[config.mk]
export PLATFORM = sky130hd
export DESIGN_NAME = button_debounce2
export DESIGN_NICKNAME = d
export VERILOG_FILES = /design/src/rtl/button_debounce2.sv
export SDC_FILE = /design/constraint.sdc
export NUM_CORES = 1
export LEC_CHECK = 0
export CAP_MARGIN = 20
export CORE_MARGIN = 2
export CORE_UTILIZATION = 50
export DETAILED_ROUTE_END_ITERATION = 12
export GPL_TIMING_DRIVEN = 0
export PLACE_DENSITY = 0.68
export RECOVER_POWER = 50
export SYNTH_ARGS = -nofsm -noshare
export SYNTH_HDL_FRONTEND = slang
export SYNTH_SLANG_ARGS = --single-unit
[constraint.sdc]
create_clock -name clk -period 5.5 [get_ports clk]
set_input_delay 0.825 -clock clk [delete_from_list [all_inputs] [get_ports clk]]
set_output_delay 0.825 -clock clk [all_outputs]
set_load 0.05 [all_outputs]
[src/rtl/button_debounce2.sv]
// ---------------------------------------------------------------------------
// button_debounce2
//
// Two-channel push-button conditioner (channel 0 = blue, channel 1 = red).
// Each raw pad is normalised to "1 = pressed", passed through a two-flop
// synchroniser and then debounced. A debounced change produces a one-cycle
// press or release pulse in the same cycle that the clean level changes.
// A per-channel toggle bit flips on every press.
//
// Ports
//   clk          in   1  system clock, the only clock in the block
//   rst_n        in   1  asynchronous active-low reset
//   btn_raw      in   2  raw pads, asynchronous to clk; [0]=blue, [1]=red
//   btn_db       out  2  debounced level, 1 = pressed
//   btn_press    out  2  one-cycle pulse when btn_db goes 0->1
//   btn_release  out  2  one-cycle pulse when btn_db goes 1->0
//   btn_toggle   out  2  flips on every btn_press pulse
//
// Parameters
//   DEBOUNCE_CYCLES  consecutive disagreeing samples needed to accept a change
//   CNT_W            counter width, 2**CNT_W > DEBOUNCE_CYCLES-1
//   ACTIVE_LOW       1: pad reads 0 while pressed; 0: pad reads 1 while pressed
// ---------------------------------------------------------------------------
module button_debounce2 #(
  parameter int DEBOUNCE_CYCLES = 500000,
  parameter int CNT_W           = 19,
  parameter int ACTIVE_LOW      = 1
) (
  input  logic       clk,
  input  logic       rst_n,
  input  logic [1:0] btn_raw,
  output logic [1:0] btn_db,
  output logic [1:0] btn_press,
  output logic [1:0] btn_release,
  output logic [1:0] btn_toggle
);

  localparam logic [CNT_W-1:0] CNT_MAX = CNT_W'(DEBOUNCE_CYCLES - 1);
  localparam bit               ACT_LO  = (ACTIVE_LOW != 0);

  // Pads after polarity normalisation: 1 always means pressed.
  logic [1:0] w_pad;
  assign w_pad = ACT_LO ? ~btn_raw : btn_raw;

  // Synchroniser chain; only r_s2 feeds the debounce logic.
  logic [1:0] r_s1;
  logic [1:0] r_s2;

  logic [CNT_W-1:0] r_cnt [2];
  logic [1:0]       r_db;
  logic [1:0]       r_press;
  logic [1:0]       r_release;
  logic [1:0]       r_toggle;

  // w_differ: synchronised sample disagrees with the clean level.
  // w_accept: that disagreement has now lasted DEBOUNCE_CYCLES samples.
  logic [1:0] w_differ;
  logic [1:0] w_accept;

  always_comb begin
    w_differ = 2'b00;
    w_accept = 2'b00;
    for (int i = 0; i < 2; i++) begin
      w_differ[i] = (r_s2[i] != r_db[i]);
      w_accept[i] = w_differ[i] && (r_cnt[i] == CNT_MAX);
    end
  end

  always_ff @(posedge clk or negedge rst_n) begin
    if (!rst_n) begin
      r_s1      <= 2'b00;
      r_s2      <= 2'b00;
      r_db      <= 2'b00;
      r_press   <= 2'b00;
      r_release <= 2'b00;
      r_toggle  <= 2'b00;
      for (int i = 0; i < 2; i++) begin
        r_cnt[i] <= '0;
      end
    end else begin
      r_s1 <= w_pad;
      r_s2 <= r_s1;
      for (int i = 0; i < 2; i++) begin
        // Pulses are registered alongside the level change, so they line up
        // with btn_db and last exactly one cycle.
        r_press[i]   <= w_accept[i] & r_s2[i];
        r_release[i] <= w_accept[i] & ~r_s2[i];
        if (w_accept[i]) begin
          r_db[i]     <= r_s2[i];
          r_toggle[i] <= r_toggle[i] ^ r_s2[i];
        end
        // Any agreeing sample restarts the count; the count stops at
        // CNT_MAX because reaching it means the change is accepted.
        if (!w_differ[i] || w_accept[i]) begin
          r_cnt[i] <= '0;
        end else begin
          r_cnt[i] <= r_cnt[i] + CNT_W'(1);
        end
      end
    end
  end

  assign btn_db      = r_db;
  assign btn_press   = r_press;
  assign btn_release = r_release;
  assign btn_toggle  = r_toggle;

endmodule

==> metrics.md, run 1 <==
| Metric | Value |
|---|---|
| Outcome | `finished with violations` |
| Failing checks | `max-capacitance violations, max-slew violations` |
| Fill count | `409` |
| Main synth FF type | `dfrtp_1` |
| RSZ-0062 raised after global routing | `no` |
| Die Width | `72.4 um` |
| Post-CTS resize count | `0` |
| Clock transition at the registers of the reported paths | `80 ps` |
| R2R Setup Slk | `3350 ps` |
| Initial Utilization | `52.7%` |
| Worst Reg-to-Reg Cells | `5` |
| Distinct cells, synth | `31` |
| Most frequent cells after synthesis | `dfrtp_1 (50), nor2_1 (40), xnor2_1 (22)` |
| Cell area power density | `249 mW/mm2` |
| Buf/Inv on CP | `2` |
| Port buffer count | `11` |
| Switching Fraction | `21.6%` |
| CP max stage cell | `clkbuf_1` |
| Post-route minimum period | `2830 ps` |
| # diodes | `0` |
| Launch point of the worst reg-to-reg path | `r_cnt[28]` |
| Count leader, synth | `dfrtp_1` |
| End of the worst register-to-register path | `r_cnt[30]` |
| Cell Area, Synth | `0.00234 mm2` |
| Worst slew pin tran | `1930 ps` |
| Placeable core area | `0.00444 mm2` |
| Startpoint types | `input pin` |
| Vias in the first global route | `1636` |
| CP max stage delay | `1450 ps` |
| Number of warning messages in the yosys log | `0` |
| P&R area growth vs syn | `12.0%` |
| Period utilization | `51.4%` |
| CTS tree | `done` |
| Comb pwr share | `3.6%` |
| Mapped Nets | `237` |
| FMAX | `354 MHz` |
| Crit. End Element | `asynchronous set/reset pin` |
| Slew Limit Fails | `38` |
| Post-DR vias/cell | `5.71` |
| Crit path max fanout | `37` |
| TNS Setup | `0 ps` |
| Synth top area share | `53.4%` |
| Post-synth ARST share | `100%` |
| Synth area leader | `dfrtp_1` |
| Crit path required time | `5540 ps` |
| Die Area | `0.00525 mm2` |
| Worst-path cell chain | `clkbuf_1 -> clkbuf_1` |
| TritonCTS buffer count | `5` |
| Flop pwr share | `57.8%` |
| Vias after detailed routing | `1731` |
| I/O pins | `12` |
| Final setup viols | `0` |
| Clock sink total | `50` |
| Fraction of layout cells with a size suffix above 1 | `6.77%` |
| Drc violations | `0` |
| Average routed wire per standard cell | `14.3 um` |
| Synth top area cells | `dfrtp_1 (53%), xnor2_1 (8.2%), nor2_1 (6.4%), xor2_1 (3.7%), nor4_1 (3.2%)` |
| Seq/Total Area, Yosys | `53.4%` |
| Int Pwr | `0.513 mW` |
| Setup CP Type | `in2async` |
| CTS Hold Buffers Added | `0` |
| Nets | `256` |
| EDFF count, synth | `0` |
| Clock latency reported for the late side of the worst-skew pair | `300 ps` |
| Critical hold path startpoint | `r_s1[0]` |
| DP Wirelength | `3.02 mm` |
| Drt total wl | `4.33 mm` |
| Switch Pwr | `0.141 mW` |
| First-pass iteration count of the detailed router | `4` |
| Synthesized area per cell | `10.1 um2` |
| Max-slew headroom | `-28.7%` |
| Initial DRC Count | `101` |
| Htree depth | `2` |
| Gr usage total | `19.1%` |
| Total design power | `0.654 mW` |
| Hold Vio Cnt, Final | `0` |
| First-pass GRT wire length | `7.80 mm` |
| Largest net degree at the start of global routing | `38` |
| #FFs+latches synth | `50` |
| Clock skew | `6.00 ps` |
| Rows | `24` |
| CTS max path bufs | `2` |
| Largest delay share family, worst path | `buffers and inverters` |
| Hold EP | `r_s2[0]` |
| Hold Path Stages | `0` |
| Critical Path AT | `2870 ps` |
| Gpl congestion | `0.821` |
| Most used cell, CP | `clkbuf_1` |
| Global route total overflow | `0` |
| Postcts setup bufs | `0` |
| Maxcap violations | `1` |
| Post-synthesis cell count | `231` |
| Root buffer cell | `clkbuf_8` |
| Pleak | `1.08 nW` |
| Chip height | `72.4 um` |
| Share of total power in the clock network | `38.6%` |
| Routed Antenna Nets | `0` |
| Initial antenna violation count | `0` |
| Worst hold-check path type | `reg2reg` |
| Worst VDD drop | `0.112 mV` |
==> power groups by stage <==
| stage | clock (mW) | combinational, mW | sequential (mW) |
|---|---|---|---|
| floorplan | 0 | 0.0119 | 0.384 |
| global placement | 0 | 0.0245 | 0.385 |
| detailed placement | 0 | 0.0264 | 0.385 |
| CTS | 0.261 | 0.0264 | 0.378 |
| global route | 0.271 | 0.0280 | 0.379 |
| finish | 0.253 | 0.0235 | 0.378 |
==> how the worst max path moves through the flow <==
stage           endpoint  cells past startpoint       from  slack, ps
3_5_place_dp   r_cnt[30]                      5  r_cnt[28]       3390
2_1_floorplan  r_cnt[35]                      5  r_cnt[19]       3720
6_report       r_cnt[36]                      2      rst_n       2670
4_1_cts        btn_db[1]                      1  btn_db[1]       3110
5_1_grt        r_cnt[12]                      2      rst_n       2160
3_3_place_gp   r_cnt[27]                      1      rst_n       2200
==> placed cells by master (no fill, tap or decap), types with 2 or more instances in the layout <==
cell,instances
dfrtp_1,50
nor2_1,40
xnor2_1,22
nor3_1,14
nor4_1,12
nand3_1,12
nand2_1,11
inv_1,11
nand4_1,10
xor2_1,10
clkdlybuf4s50_1,8
clkbuf_8,5
and3_1,4
clkbuf_1,3
nor4bb_1,3
nand4_2,3
o21ai_0,3
nor3b_1,2
mux2i_1,2
or3_1,2
o21ai_1,2
a21oi_1,2
buf_2,2
o221ai_1,2
mux2_2,2
ha_1,2
clkinv_2,2
dlygate4sd3_1,2
==> state kept, by name, indices dropped and copies added, names as in the netlist <==
register and count:
r_cnt 38, btn_db 2, btn_press 2, btn_release 2
btn_toggle 2, r_s1 2, r_s2 2
==> area by class of cell <==
| cell class | count | area (um2) | share of cell area [%] |
|---|---|---|---|
| flip-flops and latches | 50 | 1250 | 47.7 |
| multi-input cells | 166 | 1030 | 39.2 |
| repair buffers | 12 | 108 | 4.10 |
| clock buffers | 5 | 68.8 | 2.62 |
| well taps | 52 | 65.1 | 2.48 |
| inverters | 11 | 41.3 | 1.57 |
| clock inverters | 3 | 40.0 | 1.53 |
| plain buffers | 4 | 21.3 | 0.811 |
==> per-stage QoR <==
step / cell area, um2 / std cells / worst slack, ps / util, % / hold WS, ps
floorplan: 2340 / 231 / 3720 / - / 331
global placement: 2520 / 294 / 2200 / 56.6 / 337
detailed placement: 2530 / 295 / 3390 / 57.0 / 344
CTS: 2640 / 303 / 3110 / 59.4 / 360
global route: 2620 / 303 / 2160 / 59.0 / 371
finish: 2620 / 303 / 2670 / 59.0 / 357
==> per-layer routing <==
layer	up-vias	part of all wire, %	global-route usage [%]
li1	836	-	-
met1	851	53	29.0
met2	39	42	27.3
met3	5	3.6	2.92
met4	0	1.6	8.02
met5	-	0	0
==> kinds of logic after synthesis <==
group | share of synthesized area (%)
xor+xnor | 12.0
buf+inv | 2.67
flops | 53.4
fa+ha+maj | 1.07
compound gates | 2.89
simple gates | 26.1
mux | 1.82
Power figures use the tool's default switching activity.
==> run 2, diff against run 1 <==
--- a/config.mk
+++ b/config.mk
@@ -10,7 +10,7 @@
 export CORE_UTILIZATION = 50
 export DETAILED_ROUTE_END_ITERATION = 12
 export GPL_TIMING_DRIVEN = 0
-export PLACE_DENSITY = 0.68
+export PLACE_DENSITY = 0.71
 export RECOVER_POWER = 50
 export SYNTH_ARGS = -nofsm -noshare
 export SYNTH_HDL_FRONTEND = slang
==> constraint.sdc (replaced) <==
create_clock -name clk -period 2.4 [get_ports clk]
set_input_delay 0.36 -clock clk [delete_from_list [all_inputs] [get_ports clk]]
set_output_delay 0.36 -clock clk [all_outputs]
set_load 0.05 [all_outputs]
==> run 2 against run 1 <==
Against the previous run: the run now ends clean; largest power group unchanged; hold slack worse by 72 ps; sequential cell count unchanged; global-route usage down 1.1 points; combinational power up 130%; largest cell class unchanged; core utilization down 0.39 points; clock skew up 3.1 ps; clock power up 90%; design area down 0.67%; wire length down 1.7%; sequential share of layout area up 0.32 points.
==> metrics.md, run 2 (synthesis results as in run 1) <==
| Metric | Value |
|---|---|
| Gr usage total | `18.0%` |
| Final Util | `58.6%` |
| CTS tree | `done` |
| Worst VDD drop | `0.308 mV` |
| Outcome | `finished, final reports clean` |
| Pleak | `1.07 nW` |
| Chip height | `72.4 um` |
| Die Area | `0.00525 mm2` |
| First-pass iteration count of the detailed router | `4` |
| Critical Path AT | `2310 ps` |
| Htree depth | `2` |
| P&R area growth vs syn | `11.3%` |
| Drt total wl | `4.25 mm` |
| First-pass GRT wire length | `7.25 mm` |
| Most frequent cells in the layout | `dfrtp_1 (50), nor2_1 (40), xnor2_1 (22), nor3_1 (14)` |
| Vias after detailed routing | `1711` |
| Initial DRC Count | `103` |
| I/O pins | `12` |
| Root buffer cell | `clkbuf_8` |
| Crit path max fanout | `10` |
| Fraction of layout cells with a size suffix above 1 | `7.17%` |
| Average routed wire per standard cell | `14.0 um` |
| Period utilization | `88.5%` |
| Clock latency reported for the late side of the worst-skew pair | `300 ps` |
| Post-CTS resize count | `0` |
| FMAX | `471 MHz` |
| Initial antenna violation count | `0` |
| Design area | `0.00261 mm2` |
| Setup ws final | `276 ps` |
| R2R Setup Slk | `280 ps` |
| Max reg flops | `38` |
| Worst Reg-to-Reg Cells | `5` |
| Routed Antenna Nets | `0` |
| Drc violations | `0` |
| DP Wirelength | `2.96 mm` |
| Maxcap violations | `0` |
| Startpoint types | `register` |
| Largest register by flop count | `r_cnt` |
| Pre-CTS setup slack | `319 ps` |
| Vias in the first global route | `1548` |
| Placeable core area | `0.00444 mm2` |
| CTS Hold Buffers Added | `0` |
| Cell area power density | `538 mW/mm2` |
| Worst slew pin tran | `1210 ps` |
| Non-Filler Instances | `303` |
| # diodes | `0` |
| Commonest non-fill, non-tap cell in the layout | `dfrtp_1` |
| Global route total overflow | `0` |
| Crit path required time | `2580 ps` |
| Nets | `256` |
| Port buffer count | `11` |
| Setup CP Type | `reg2reg` |
| Max-slew headroom | `19.4%` |
| Crit. End Element | `register` |
| Die Width | `72.4 um` |
| Gpl congestion | `0.844` |
| Slew Limit Fails | `0` |
| Clock skew | `9.06 ps` |
| TritonCTS buffer count | `5` |
| Launch point of the worst reg-to-reg path | `r_cnt[28]` |
| Post-route minimum period | `2120 ps` |
| Largest net degree at the start of global routing | `29` |
| End of the worst register-to-register path | `r_cnt[26]` |
| Post-DR vias/cell | `5.65` |
| Post-placement cell count | `295` |
| Clock sink total | `50` |
| Final setup viols | `0` |
| Initial Utilization | `52.7%` |
| CTS max path bufs | `2` |
| Postcts setup bufs | `0` |
| Clock transition at the registers of the reported paths | `90 ps` |
| Hold Vio Cnt, Final | `0` |
| Worst hold-check path type | `in2async` |
| RSZ-0062 raised after global routing | `no` |
| Placement Cell Area | `0.00253 mm2` |
| Rows | `24` |
[run 2: cell types whose count changed in the layout (fill, tap and decap cells not counted)]
cell        change
clkinv_2        -1
clkbuf_1        -1
clkinvlp_4      +1
clkinv_4        +1
clkbuf_2        +1
bufinv_16       -1
[run 2: final cells by class]
| cell class | count | area [um2] |
|---|---|---|
| plain buffers | 4 | 21.3 |
| clock buffers | 5 | 68.8 |
| well taps | 52 | 65.1 |
| fillers | 400 | 1840 |
| clock inverters | 3 | 21.3 |
| inverters | 11 | 41.3 |
| multi-input cells | 166 | 1030 |
| flip-flops and latches | 50 | 1250 |
| repair buffers | 12 | 109 |
[run 2: power by group]
group	switching, mW	leakage [nW]	internal [mW]	total (mW)
logic	0.0396	0.341	0.0154	0.0550
clock network	0.276	0.0441	0.205	0.481
registers	0.0121	0.684	0.853	0.865
total	0.328	1.07	1.07	1.40
[run 2: how the worst max path moves through the flow]
| stage | to | depth (start not counted) | slack, ps | start |
|---|---|---|---|---|
| final | r_cnt[26] | 5 | 280 | r_cnt[28] |
| after CTS | r_cnt[26] | 5 | 300 | r_cnt[28] |
| after detailed placement | r_cnt[26] | 5 | 320 | r_cnt[28] |
| after floorplan | r_cnt[35] | 5 | 620 | r_cnt[19] |
| after global routing | r_cnt[26] | 5 | 80 | r_cnt[28] |
| after global placement | r_cnt[27] | 1 | -430 | rst_n |
[run 2: through the flow]
stage	setup TNS (ps)	hold WS (ps)	total power, mW
global route	0	367	1.47
finish	0	285	1.40
global placement	-21250	337	0.938
floorplan	0	64.4	0.907
CTS	0	53.0	1.42
detailed placement	0	337	0.942
[run 2: critical path, cell delays in order, from the launching register on]
cell     delay, ps
dfrtp_1        440
nor4_1         460
nand4_1        260
o21ai_1        500
buf_4          280
nor2_1          70
[run 2: metal layers]
metal / up-vias / global-route usage (%) / part of all wire (%)
met2: 28 / 25.4 / 43
met4: 0 / 5.35 / 0.99
li1: 842 / - / -
met1: 837 / 26.5 / 52
met5: - / 0 / 0
met3: 4 / 5.97 / 3.8
==> run 3, diff against run 2 <==
--- a/config.mk
+++ b/config.mk
@@ -10,7 +10,7 @@
 export CORE_UTILIZATION = 50
 export DETAILED_ROUTE_END_ITERATION = 12
 export GPL_TIMING_DRIVEN = 0
-export PLACE_DENSITY = 0.71
+export PLACE_DENSITY = 0.69
 export RECOVER_POWER = 50
 export SYNTH_ARGS = -nofsm -noshare
 export SYNTH_HDL_FRONTEND = slang
==> run 3 against run 2 <==
Against the previous run: clock skew is 1.6 ps lower; register-to-register slack is essentially flat; sequential cell count did not move; non-clock buffer count unchanged; clock power up 4%; critical path type unchanged.
==> metrics.md, run 3 (synthesis results as in run 1) <==
| Metric | Value |
|---|---|
| Outcome | `finished, final reports clean` |
| Largest register by flop count | `r_cnt` |
| Design area | `0.00261 mm2` |
| DP Wirelength | `2.99 mm` |
| Clock latency reported for the late side of the worst-skew pair | `300 ps` |
| Postcts setup bufs | `0` |
| I/O pins | `12` |
| Switch Pwr | `0.317 mW` |
| R2R Setup Slk | `290 ps` |
| Gr usage total | `18.9%` |
| Routed Antenna Nets | `0` |
| End of the worst register-to-register path | `r_cnt[30]` |
| Gpl congestion | `0.802` |
| Clock sink total | `50` |
| Post-route minimum period | `2110 ps` |
| Drc violations | `0` |
| TritonCTS buffer count | `5` |
| First-pass iteration count of the detailed router | `4` |
| CTS max path bufs | `2` |
| Clock skew | `7.45 ps` |
| Critical Path AT | `2300 ps` |
| Global route total overflow | `0` |
| Clock transition at the registers of the reported paths | `90 ps` |
| Setup CP Type | `reg2reg` |
| Root buffer cell | `clkbuf_8` |
| Commonest non-fill, non-tap cell in the layout | `dfrtp_1` |
| Port buffer count | `11` |
| Maxcap violations | `0` |
| Post-DR vias/cell | `5.61` |
| Hold Vio Cnt, Final | `0` |
| Post-placement cell count | `295` |
| Slew Limit Fails | `0` |
| Startpoint types | `register` |
| Rows | `24` |
| FMAX | `474 MHz` |
| Worst VDD drop | `0.258 mV` |
| Pleak | `1.07 nW` |
| Crit path max fanout | `10` |
| Chip height | `72.4 um` |
| Cell area power density | `544 mW/mm2` |
| Launch point of the worst reg-to-reg path | `r_cnt[28]` |
| Fraction of layout cells with a size suffix above 1 | `6.77%` |
| RSZ-0062 raised after global routing | `no` |
| Total design power | `1.42 mW` |
| Period utilization | `87.9%` |
| Max reg flops | `38` |
| Worst hold-check path type | `in2async` |
| Placement Cell Area | `0.00253 mm2` |
| CTS tree | `done` |
| Worst slew pin tran | `1230 ps` |
| Comb pwr share | `3.8%` |
| Die Area | `0.00525 mm2` |
| Htree depth | `2` |
| Max-slew headroom | `18.1%` |
| Final setup viols | `0` |
| Worst Reg-to-Reg Cells | `5` |
| Initial Utilization | `52.7%` |
| Crit path required time | `2590 ps` |
| Drt total wl | `4.30 mm` |
| Flop pwr share | `61.1%` |
| Non-Filler Instances | `303` |
| Most frequent cells in the layout | `dfrtp_1 (50), nor2_1 (40), xnor2_1 (22), nor3_1 (14)` |
| Placeable core area | `0.00444 mm2` |
| Die Width | `72.4 um` |
| Vias after detailed routing | `1700` |
| Largest net degree at the start of global routing | `28` |
| Int Pwr | `1.10 mW` |
| Initial antenna violation count | `0` |
| First-pass GRT wire length | `7.65 mm` |
| Vias in the first global route | `1643` |
| Switching Fraction | `22.3%` |
| Crit. End Element | `register` |
| # diodes | `0` |
| Initial DRC Count | `160` |
| Nets | `256` |
| P&R area growth vs syn | `11.3%` |
| CTS Hold Buffers Added | `0` |
| Average routed wire per standard cell | `14.2 um` |
| Post-CTS resize count | `0` |
| Share of total power in the clock network | `35.1%` |
run 3: cell count changes in the layout (fill, tap and decap cells not counted):
| cell | previous run | this run |
|---|---|---|
| clkinv_4 | 1 | 0 |
| clkbuf_8 | 5 | 6 |
| clkbuf_1 | 2 | 3 |
| clkinvlp_4 | 1 | 0 |
run 3: layout make-up:
type	count	area [um2]
Sequential cell	50	1250
Tap cell	52	65.1
Multi-Input combinational cell	166	1030
Fill cell	387	1840
Buffer	4	21.3
Clock buffer	7	86.3
Inverter	11	41.3
Timing Repair Buffer	12	109
Clock inverter	1	5.00
run 3: worst max path at each step:
| stage | to | slack [ps] | depth (start not counted) | start |
|---|---|---|---|---|
| after floorplan | r_cnt[35] | 620 | 5 | r_cnt[19] |
| after global placement | r_cnt[30] | -420 | 1 | rst_n |
| after detailed placement | r_cnt[30] | 310 | 5 | r_cnt[28] |
| after CTS | r_cnt[30] | 280 | 5 | r_cnt[28] |
| after global routing | r_cnt[34] | 140 | 5 | r_cnt[28] |
| final | r_cnt[30] | 290 | 5 | r_cnt[28] |
run 3: power by group through the flow:
stage	combinational (mW)	sequential [mW]	clock, mW
2_1_floorplan	0.0273	0.879	0
3_3_place_gp	0.0558	0.882	0
3_5_place_dp	0.0595	0.882	0
4_1_cts	0.0599	0.866	0.517
5_1_grt	0.0640	0.868	0.550
6_report	0.0533	0.866	0.498
run 3: per-stage QoR:
step / util [%] / setup TNS, ps / setup slack, ps / hold WS [ps]
final: 58.6 / 0 / 290 / 291
after global routing: 58.6 / 0 / 139 / 379
after CTS: 59.0 / 0 / 280 / 50.1
after detailed placement: 57.0 / 0 / 311 / 349
after global placement: 56.6 / -20980 / -422 / 336
after floorplan: - / 0 / 615 / 64.4
run 3: worst max-delay path, cell delays in order (launching register included):
cell	delay, ps
dfrtp_1	440
nor4_1	440
nand4_1	270
o21ai_1	510
buf_4	270
nor2_1	70
run 3: per-layer routing:
metal | routed length (um) | vias up | share of wire [%] | track usage, %
met3 | 187 | 2 | 4.3 | 4.86
met1 | 2260 | 816 | 53 | 27.7
met2 | 1830 | 42 | 42 | 26.6
met4 | 27 | 0 | 0.63 | 8.02
met5 | 0 | - | 0 | 0
li1 | - | 840 | - | -
